<file path="config.mk">
export PLATFORM = sky130hd
export DESIGN_NAME = matrix_add_ctrl
export DESIGN_NICKNAME = d
export VERILOG_FILES = /design/src/rtl/matrix_pkg.sv /design/src/rtl/add_unit.sv /design/src/rtl/mat_idx_counter.sv /design/src/rtl/matrix_add_ctrl.sv
export SDC_FILE = /design/constraint.sdc
export NUM_CORES = 2
export LEC_CHECK = 0
export ABC_AREA = 1
export BUFFER_PORTS_ARGS = -buffer_cell sky130_fd_sc_hd__buf_2
export CAP_MARGIN = 20
export CORE_ASPECT_RATIO = 1.4
export CORE_MARGIN = 4
export CORE_UTILIZATION = 50
export DETAILED_ROUTE_END_ITERATION = 8
export GPL_TIMING_DRIVEN = 0
export MAX_ROUTING_LAYER = met4
export PLACE_DENSITY = 0.68
export SYNTH_ARGS = -nofsm -noshare
export SYNTH_HDL_FRONTEND = slang
export SYNTH_HIERARCHICAL = 1
export SYNTH_SLANG_ARGS = --single-unit
</file>
<file path="constraint.sdc">
create_clock -name clk -period 3.95 [get_ports clk]
set_input_delay 0.79 -clock clk [delete_from_list [all_inputs] [get_ports clk]]
set_output_delay 0.79 -clock clk [all_outputs]
set_load 0.01 [all_outputs]
</file>
<file path="src/rtl/matrix_pkg.sv">
// rtl/matrix_pkg.sv - shared sizes, sequencer state encoding and error codes for the matrix adder
package matrix_pkg;

   localparam int DIM_MAX = 5;
   localparam int ELEM_W  = 8;
   localparam int MAT_W   = DIM_MAX * DIM_MAX * ELEM_W;
   localparam int DIM_W   = 3;
   localparam int IDX_W   = 5;

   typedef enum logic [2:0] {
      IDLE,
      CHECK,
      LOAD_A,
      LOAD_B,
      ADD,
      OUT,
      DONE,
      ERR
   } state_t;

   localparam logic [1:0] ERR_NONE     = 2'd0;
   localparam logic [1:0] ERR_DIM      = 2'd1;
   localparam logic [1:0] ERR_MISMATCH = 2'd2;
   localparam logic [1:0] ERR_ADD      = 2'd3;

   function automatic logic dim_ok(input logic [DIM_W-1:0] d);
      return (d != '0) && (int'(d) <= DIM_MAX);
   endfunction

endpackage

</file>
<file path="src/rtl/add_unit.sv">
// rtl/add_unit.sv - combinational element-wise adder over the packed m x n region
module AddUnit
   import matrix_pkg::*;
(
   input  logic [DIM_W-1:0] m,
   input  logic [DIM_W-1:0] n,
   input  logic [MAT_W-1:0] a,
   input  logic [MAT_W-1:0] b,
   output logic [MAT_W-1:0] a_plus_b,
   output logic             add_error
);

   // Elements outside the active m x n window are forced to zero.
   always_comb begin
      a_plus_b = '0;
      for (int i = 0; i < DIM_MAX; i++) begin
         for (int j = 0; j < DIM_MAX; j++) begin
            if (i < int'(m) && j < int'(n)) begin
               a_plus_b[(i*DIM_MAX+j)*ELEM_W +: ELEM_W] =
                  a[(i*DIM_MAX+j)*ELEM_W +: ELEM_W] + b[(i*DIM_MAX+j)*ELEM_W +: ELEM_W];
            end
         end
      end
   end

   assign add_error = !dim_ok(m) || !dim_ok(n);

endmodule

</file>
<file path="src/rtl/mat_idx_counter.sv">
// rtl/mat_idx_counter.sv - row-major row/col walker bounded by (m,n), wraps to (0,0) after the last element
module mat_idx_counter
   import matrix_pkg::*;
(
   input  logic             clk,
   input  logic             reset,
   input  logic             clear,
   input  logic             inc,
   input  logic [DIM_W-1:0] m,
   input  logic [DIM_W-1:0] n,
   output logic [DIM_W-1:0] row,
   output logic [DIM_W-1:0] col,
   output logic [IDX_W-1:0] idx,
   output logic             last
);

   logic col_end;

   assign col_end = (col == n - 3'd1);
   assign last    = col_end && (row == m - 3'd1);
   assign idx     = IDX_W'(row) * IDX_W'(DIM_MAX) + IDX_W'(col);

   always_ff @(posedge clk) begin
      if (reset || clear) begin
         row <= '0;
         col <= '0;
      end else if (inc) begin
         if (col_end) begin
            col <= '0;
            row <= last ? '0 : row + 3'd1;
         end else begin
            col <= col + 3'd1;
         end
      end
   end

endmodule

</file>
<file path="src/rtl/matrix_add_ctrl.sv">
// rtl/matrix_add_ctrl.sv - loads A and B from the matrix store, adds them and streams the m x n sum
module matrix_add_ctrl
   import matrix_pkg::*;
(
   input  logic              clk,
   input  logic              reset,
   input  logic              start,
   input  logic [DIM_W-1:0]  dimA_m,
   input  logic [DIM_W-1:0]  dimA_n,
   input  logic [DIM_W-1:0]  dimB_m,
   input  logic [DIM_W-1:0]  dimB_n,
   output logic              busy,
   output logic              rd_en,
   output logic              rd_sel,
   output logic [IDX_W-1:0]  rd_idx,
   input  logic [ELEM_W-1:0] rd_data,
   output logic              out_valid,
   input  logic              out_ready,
   output logic [ELEM_W-1:0] out_data,
   output logic [DIM_W-1:0]  out_row,
   output logic [DIM_W-1:0]  out_col,
   output logic              out_last,
   output logic              done,
   output logic              err,
   output logic [1:0]        err_code
);

   state_t           state;
   logic [DIM_W-1:0] a_m, a_n, b_m, b_n;
   logic [MAT_W-1:0] buf_a, buf_b, res_buf, sum;
   logic             add_error;
   logic             pend, pend_sel;
   logic [IDX_W-1:0] pend_idx;
   logic [DIM_W-1:0] row, col;
   logic [IDX_W-1:0] idx;
   logic             last;
   logic             cnt_clear, cnt_inc, hs;

   assign hs        = out_valid && out_ready;
   assign cnt_clear = (state == CHECK);
   assign cnt_inc   = ((state == LOAD_A || state == LOAD_B) && rd_en) || (state == OUT && hs);

   // Address and result fields are only driven while their strobe is up.
   assign rd_idx   = rd_en ? idx : '0;
   assign out_data = out_valid ? res_buf[int'(idx)*ELEM_W +: ELEM_W] : '0;
   assign out_row  = out_valid ? row : '0;
   assign out_col  = out_valid ? col : '0;
   assign out_last = out_valid && last;

   mat_idx_counter u_cnt (
      .clk   (clk),
      .reset (reset),
      .clear (cnt_clear),
      .inc   (cnt_inc),
      .m     (a_m),
      .n     (a_n),
      .row   (row),
      .col   (col),
      .idx   (idx),
      .last  (last)
   );

   AddUnit u_add (
      .m         (a_m),
      .n         (a_n),
      .a         (buf_a),
      .b         (buf_b),
      .a_plus_b  (sum),
      .add_error (add_error)
   );

   always_ff @(posedge clk) begin
      if (reset) begin
         state     <= IDLE;
         a_m       <= '0;
         a_n       <= '0;
         b_m       <= '0;
         b_n       <= '0;
         buf_a     <= '0;
         buf_b     <= '0;
         res_buf   <= '0;
         pend      <= 1'b0;
         pend_sel  <= 1'b0;
         pend_idx  <= '0;
         busy      <= 1'b0;
         rd_en     <= 1'b0;
         rd_sel    <= 1'b0;
         out_valid <= 1'b0;
         done      <= 1'b0;
         err       <= 1'b0;
         err_code  <= ERR_NONE;
      end else begin
         done <= 1'b0;
         err  <= 1'b0;

         // Store data arrives one cycle after the strobe; remember where it goes.
         pend <= rd_en;
         if (rd_en) begin
            pend_sel <= rd_sel;
            pend_idx <= idx;
         end
         if (pend) begin
            if (pend_sel) buf_b[int'(pend_idx)*ELEM_W +: ELEM_W] <= rd_data;
            else          buf_a[int'(pend_idx)*ELEM_W +: ELEM_W] <= rd_data;
         end

         case (state)
            IDLE: begin
               if (start) begin
                  a_m      <= dimA_m;
                  a_n      <= dimA_n;
                  b_m      <= dimB_m;
                  b_n      <= dimB_n;
                  err_code <= ERR_NONE;
                  busy     <= 1'b1;
                  state    <= CHECK;
               end
            end
            CHECK: begin
               if (!dim_ok(a_m) || !dim_ok(a_n) || !dim_ok(b_m) || !dim_ok(b_n)) begin
                  err      <= 1'b1;
                  err_code <= ERR_DIM;
                  state    <= ERR;
               end else if (a_m != b_m || a_n != b_n) begin
                  err      <= 1'b1;
                  err_code <= ERR_MISMATCH;
                  state    <= ERR;
               end else begin
                  buf_a   <= '0;
                  buf_b   <= '0;
                  res_buf <= '0;
                  rd_en   <= 1'b1;
                  rd_sel  <= 1'b0;
                  state   <= LOAD_A;
               end
            end
            LOAD_A: begin
               if (rd_en) begin
                  if (last) rd_en <= 1'b0;
               end else begin
                  rd_en  <= 1'b1;
                  rd_sel <= 1'b1;
                  state  <= LOAD_B;
               end
            end
            LOAD_B: begin
               if (rd_en) begin
                  if (last) rd_en <= 1'b0;
               end else begin
                  rd_sel <= 1'b0;
                  state  <= ADD;
               end
            end
            ADD: begin
               if (add_error) begin
                  err      <= 1'b1;
                  err_code <= ERR_ADD;
                  state    <= ERR;
               end else begin
                  res_buf   <= sum;
                  out_valid <= 1'b1;
                  state     <= OUT;
               end
            end
            OUT: begin
               if (hs && last) begin
                  out_valid <= 1'b0;
                  done      <= 1'b1;
                  state     <= DONE;
               end
            end
            DONE: begin
               busy  <= 1'b0;
               state <= IDLE;
            end
            ERR: begin
               busy  <= 1'b0;
               state <= IDLE;
            end
            default: state <= IDLE;
         endcase
      end
   end

endmodule
</file>
# == Yosys cells after proc, flatten, opt, wreduce, memory -nomap -nowiden ==
# Cells that the tools add are included.
# totals
reg_bits,636
inputBits,24
output_inout_bits,28
elab_cells,238
# op_classes
addsub,31
n_mul,1
n_lt_le_gt_ge,14
n_eq_ne,20
n_shift,3
n_mux,81
bitwise_logic,1
reduce_logical,67
# ops
op,n
$mux 200,13
$bwmux 200,2
$pmux 200 s2,1
$mux 8,26
$add 8x8->8,25
$shift 8x33->200 const A,1
$shiftx 200x9->8,1
$shiftx 8x33->200,1
$logic_and 1x1->1,35
$neg 8->33,1
$mux 3,10
$pmux 3 s7,1
$reduce_bool 3->1,6
$mux 1,16
$ne 2x2->1 const B,7
$eq 3x3->1 const B,4
$le 3x3->1 const B,4
$lt 1x3->1 const A,4
$lt 2x3->1 const A,4
$reduce_and 4->1,3
$mux 2,5
$logic_or 1x1->1,7
$add 3x1->3 const B,2
$eq 3x2->1 const B,2
21 further kinds,37

# == Logic depth before layout (Yosys ltp) ==
# logic_depth
ltp_word,8
depth_mapped,21
mapped_depth_nobuf,18

# == Modules after synthesis ==
# The synthesis kept the hierarchy.
# modules_own_cells
module,instances,cells_each,area_each_um2,seq_area_each_um2
matrix_add_ctrl,1,4049,27426.3,12612.1
AddUnit,1,1585,8749.6,0.0
mat_idx_counter,1,103,668.1,120.1

# == Least setup slack after synthesis ==
# OpenSTA, ideal clock, no wires.
# synth_timing
kind,reg2out
from,register u_cnt.row[2]
to,output port out_data[5]
t_arrival_ps,2928
t_required_ps,3160
path_slack_ps,232
path_stages_with_launch,12
n_path_buf,0
cell_sequence,dfxtp_1 > ha_1 > ha_1 > inv_1 > fa_1 > xnor2_1 > clkinv_1 > nor4_1 > nand2_1 > nand3_1 > nand2_1 > a21oi_1
# synth_between
elab_chain_cells,4
# synth_rtl
item,line,text
from (decl),mat_idx_counter.sv:11,"output logic [DIM_W-1:0] row,"
from (signal assigned),mat_idx_counter.sv:30,row <= last ? '0 : row + 3'd1;
$mul 3x3->5,mat_idx_counter.sv:21,assign idx = IDX_W'(row) * IDX_W'(DIM_MAX) + IDX_W'(col);
$add 5x3->5,mat_idx_counter.sv:21,
net idx[3],matrix_add_ctrl.sv:35,logic [IDX_W-1:0] idx;
$shiftx 200x9->8,matrix_add_ctrl.sv:45,assign out_data = out_valid ? res_buf[int'(idx)*ELEM_W +: ELEM_W] : '0;
$mux 8,matrix_add_ctrl.sv:45,
to (decl),matrix_add_ctrl.sv:19,"output logic [ELEM_W-1:0] out_data,"
# The timed path passes the listed nets, and every way through them passes these cells.

# == Worst setup path in the final report ==
# layout_timing
from,register u_cnt.row[2]
to,output port out_data[4]
# Same word-level chain as after synthesis.

==> results.md <==
## Outcome
- outcome: complete, but fails checks
- violated checks: setup timing

## Logic synthesis
- Synth area leader: sky130_fd_sc_hd__dfxtp_1
- Mapped Cells: 5,737
- dominant register cell in the synthesized netlist: sky130_fd_sc_hd__dfxtp_1
- fraction of post-synthesis cell area in the top cell type by area: 34.6%
- synth unique cells: 42
- count of flip-flops with a built-in enable after synthesis: 0
- area of the mapped netlist: 36,800 µm²
- most numerous cell types in the synthesized netlist: 1,588 x sky130_fd_sc_hd__nand2_1, 955 x sky130_fd_sc_hd__nor2_1, 710 x sky130_fd_sc_hd__inv_1, 636 x sky130_fd_sc_hd__dfxtp_1, 520 x sky130_fd_sc_hd__a21oi_1
- average cell area after synthesis: 6.42 µm²
- share of flip-flops with an asynchronous set or reset: 0%
- sequential area share after synthesis: 34.6%
- total number of yosys warnings: 6
- post-synth net total: 5,976
- Synth area leaders: sky130_fd_sc_hd__dfxtp_1 35%, sky130_fd_sc_hd__nand2_1 16%, sky130_fd_sc_hd__nor2_1 9.7%, sky130_fd_sc_hd__inv_1 7.2%, sky130_fd_sc_hd__a21oi_1 7.1%
- Yosys reg bits: 636
- count leader, synth: sky130_fd_sc_hd__nand2_1

## Die
- top-level port count: 52
- floorplan die area: 78,200 µm²
- Die W: 237 µm
- Placeable Area: 72,900 µm²
- Die Span Y: 329 µm
- starting density of the core: 50.5%
- cell row count: 117

## GRT
- number of global-route vias before repair: 35,000
- pin count of the biggest net entering global routing: 15
- grt ovf: 0
- wire length of the first global-routing pass: 224 mm
- antenna violations before repair: 7
- total global routing track utilization: 40.1%

## Timing
- smallest setup slack after layout: -439 ps
- worst hold slack after final layout: 393 ps
- max-slew violations: 0
- endpoints failing hold: 0
- Max-Slew Margin vs Limit: 15.6%
- time the final worst path needs with I/O delays and setup: 4390 ps
- largest clock skew in the final design: 25.1 ps
- unrepaired setup endpoints after global routing: yes
- pin slew with the least headroom to its limit: 1270 ps
- Max Clock Freq: 228 MHz
- post-route clock period utilization: 111%
- Final setup viols: 8

## Worst setup path
- crit path capture type: output pin
- type of origin of the critical path: flop
- register-to-register setup slack: 40 ps
- CP Max Fanout: 4
- Worst Path Arrival: 3600 ps
- Worst EP required: 3160 ps
- Worst Path Class, Setup: flop to output pin

## Place
- Final GP Congestion: 1.10
- number of I/O port buffers: 51
- DP Wirelength: 124 mm

## Power and ir drop
- IR drop worst, VDD: 0.357 mV
- static leakage: 19.9 nW
- pwr dens: 418 nW/µm²

## Drt
- drt total wl: 157 mm
- routed length per instance: 22.8 µm
- final antenna-violating net count: 0
- total iterations of the first detailed-routing run: 6
- number of DRC violations after detailed routing: 0
- Avg Vias per Cell: 5.48
- DRT iter0 DRCs: 3,843
- via count: 37,700

## CTS
- clock tree from TritonCTS: done
- deepest level of the CTS H-tree: 3
- number of hold buffers added after cts: 0
- maximum count of clock buffers along a single path: 3
- number of buffers created by CTS: 70
- insertion delay of the later-clocked pin in the worst-skew pair: 640 ps
- clock sink count: 636
- CTS Root Buffer Type: sky130_fd_sc_hd__clkbuf_16
- Clk pin slew, worst setup/hold paths: 60 ps

## Final layout
- Final Net Count: 6,119
- fraction of the core area covered by cells at the end of the flow: 56.6%
- register area: 12,700 µm²
- number of fillers in the final layout: 7,479
- area added between synthesis and finish: 12.1%
- area used by multi-input combinational logic: 20,400 µm²
- fraction of layout cells with a size suffix above 1: 8.27%

## Job
- total of max-cap violations: 0

## Hold path
- path class of the lowest-slack min-delay path: input pin to flop

## report_power, final
group | switching (W) | total, W | leakage, nW | internal, W
logic | 0.00251 | 0.00321 | 13.5 | 0.000693
registers | 0.000185 | 0.00671 | 5.13 | 0.00652
clock network | 0.00294 | 0.00736 | 1.25 | 0.00442
total | 0.00564 | 0.0173 | 19.9 | 0.0116
## final cells by class
| class | count | area share (%) |
|---|---|---|
| tap | 952 | 2.89 |
| timing repair buffer | 73 | 1.16 |
| multi-input combinational | 4132 | 49.4 |
| sequential | 636 | 30.9 |
| antenna | 3 | 0.0182 |
| clock inverter | 30 | 1.16 |
| clock buffer | 97 | 4.96 |
| buffer | 235 | 2.84 |
| inverter | 732 | 6.69 |
## layout by cell type (no fill, tap or decap), types with 7 or more instances in the layout
| master | instances |
|---|---|
| sky130_fd_sc_hd__clkbuf_8 | 16 |
| sky130_fd_sc_hd__or2_2 | 30 |
| sky130_fd_sc_hd__o21ai_1 | 17 |
| sky130_fd_sc_hd__inv_1 | 706 |
| sky130_fd_sc_hd__nand2_2 | 17 |
| sky130_fd_sc_hd__o211ai_1 | 18 |
| sky130_fd_sc_hd__clkbuf_1 | 90 |
| sky130_fd_sc_hd__inv_2 | 21 |
| sky130_fd_sc_hd__buf_6 | 11 |
| sky130_fd_sc_hd__xnor2_1 | 20 |
| sky130_fd_sc_hd__nand3_2 | 15 |
| sky130_fd_sc_hd__nand4_1 | 59 |
| sky130_fd_sc_hd__nand3_4 | 7 |
| sky130_fd_sc_hd__xor2_1 | 36 |
| sky130_fd_sc_hd__clkbuf_2 | 12 |
| sky130_fd_sc_hd__o21ai_0 | 297 |
| sky130_fd_sc_hd__buf_4 | 16 |
| sky130_fd_sc_hd__a21oi_1 | 520 |
| sky130_fd_sc_hd__nor3_1 | 28 |
| sky130_fd_sc_hd__fa_1 | 26 |
| sky130_fd_sc_hd__nor2_1 | 951 |
| sky130_fd_sc_hd__dfxtp_1 | 631 |
| sky130_fd_sc_hd__o22ai_1 | 26 |
| sky130_fd_sc_hd__nand2_1 | 1588 |
| sky130_fd_sc_hd__nand3_1 | 195 |
| sky130_fd_sc_hd__nor2_2 | 17 |
| sky130_fd_sc_hd__buf_1 | 12 |
| sky130_fd_sc_hd__bufinv_16 | 12 |
| sky130_fd_sc_hd__buf_8 | 7 |
| sky130_fd_sc_hd__ha_1 | 185 |
| sky130_fd_sc_hd__nand3b_1 | 28 |
| sky130_fd_sc_hd__clkbuf_16 | 73 |
| sky130_fd_sc_hd__clkinv_2 | 12 |
| sky130_fd_sc_hd__buf_2 | 163 |
| sky130_fd_sc_hd__nor2_4 | 18 |
## what timing repair did
item,in CTS,in global routing
endpoints found under the setup margin,17,142
buffers inserted,7,1
pin swaps,15,11
endpoints found under the hold margin,0,0
resized for setup,51,24
## metrics by stage
step / TNS, ps / setup slack [ps] / power [W] / cells / cell area, µm²
6_report: -3170 / -439 / 0.0173 / 6890 / 41300
3_3_place_gp: -8000 / -1010 / 0.00989 / 6740 / 38300
5_1_grt: -3490 / -531 / 0.0177 / 6890 / 41300
3_5_place_dp: -8010 / -972 / 0.00991 / 6754 / 38400
2_1_floorplan: 0 / 232 / 0.00860 / 5737 / 36800
4_1_cts: -2770 / -398 / 0.0172 / 6887 / 41200
## flip-flops by register name (all words and copies together), names as in the netlist, 2 cells and up
name,flops
b_n,3
b_m,3
u_cnt/row,3
a_m,3
buf_a,200
state,3
res_buf,200
buf_b,200
err_code,2
u_cnt/col,3
pend_idx,5
a_n,3
## final timing paths
kind                              startpoint          end  cells after the start
worst min register to register     buf_b[66]    buf_b[66]                      2
worst max-delay path            u_cnt/row[2]  out_data[4]                     12
worst max register to register   pend_idx[0]    buf_a[79]                     13
worst min-delay path               dimA_n[0]       a_n[0]                      3
## logic make-up after synthesis
logic type,after synthesis,synth area share (%)
xor gates and xnor gates,58,1.38
DFF,636,34.6
and+or+nand+nor,2974,33.5
buffers and inverters,969,10.5
adders and majority gates,215,7.83
AOI/OAI and AO/OA,885,12.3
## worst max-delay path, stage by stage, from the launching register on
cell	delay [ps]
sky130_fd_sc_hd__dfxtp_4	350
sky130_fd_sc_hd__ha_4	240
sky130_fd_sc_hd__ha_4	260
sky130_fd_sc_hd__inv_2	30
sky130_fd_sc_hd__fa_1	520
sky130_fd_sc_hd__clkinvlp_4	270
sky130_fd_sc_hd__buf_4	230
sky130_fd_sc_hd__o211ai_1	320
sky130_fd_sc_hd__nand3_2	230
sky130_fd_sc_hd__nand3_1	120
sky130_fd_sc_hd__nand2_1	60
sky130_fd_sc_hd__a21oi_1	160
sky130_fd_sc_hd__buf_2	160
## per-layer routing
metal / part of all wire [%] / wire, µm / GRT usage [%]
met5: 0 / 0 / -
met4: 11 / 17300 / 34.8
met3: 8.3 / 13100 / 7.53
met2: 44 / 68900 / 61.8
met1: 37 / 58100 / 44.4
Power figures use the tool's default switching activity.
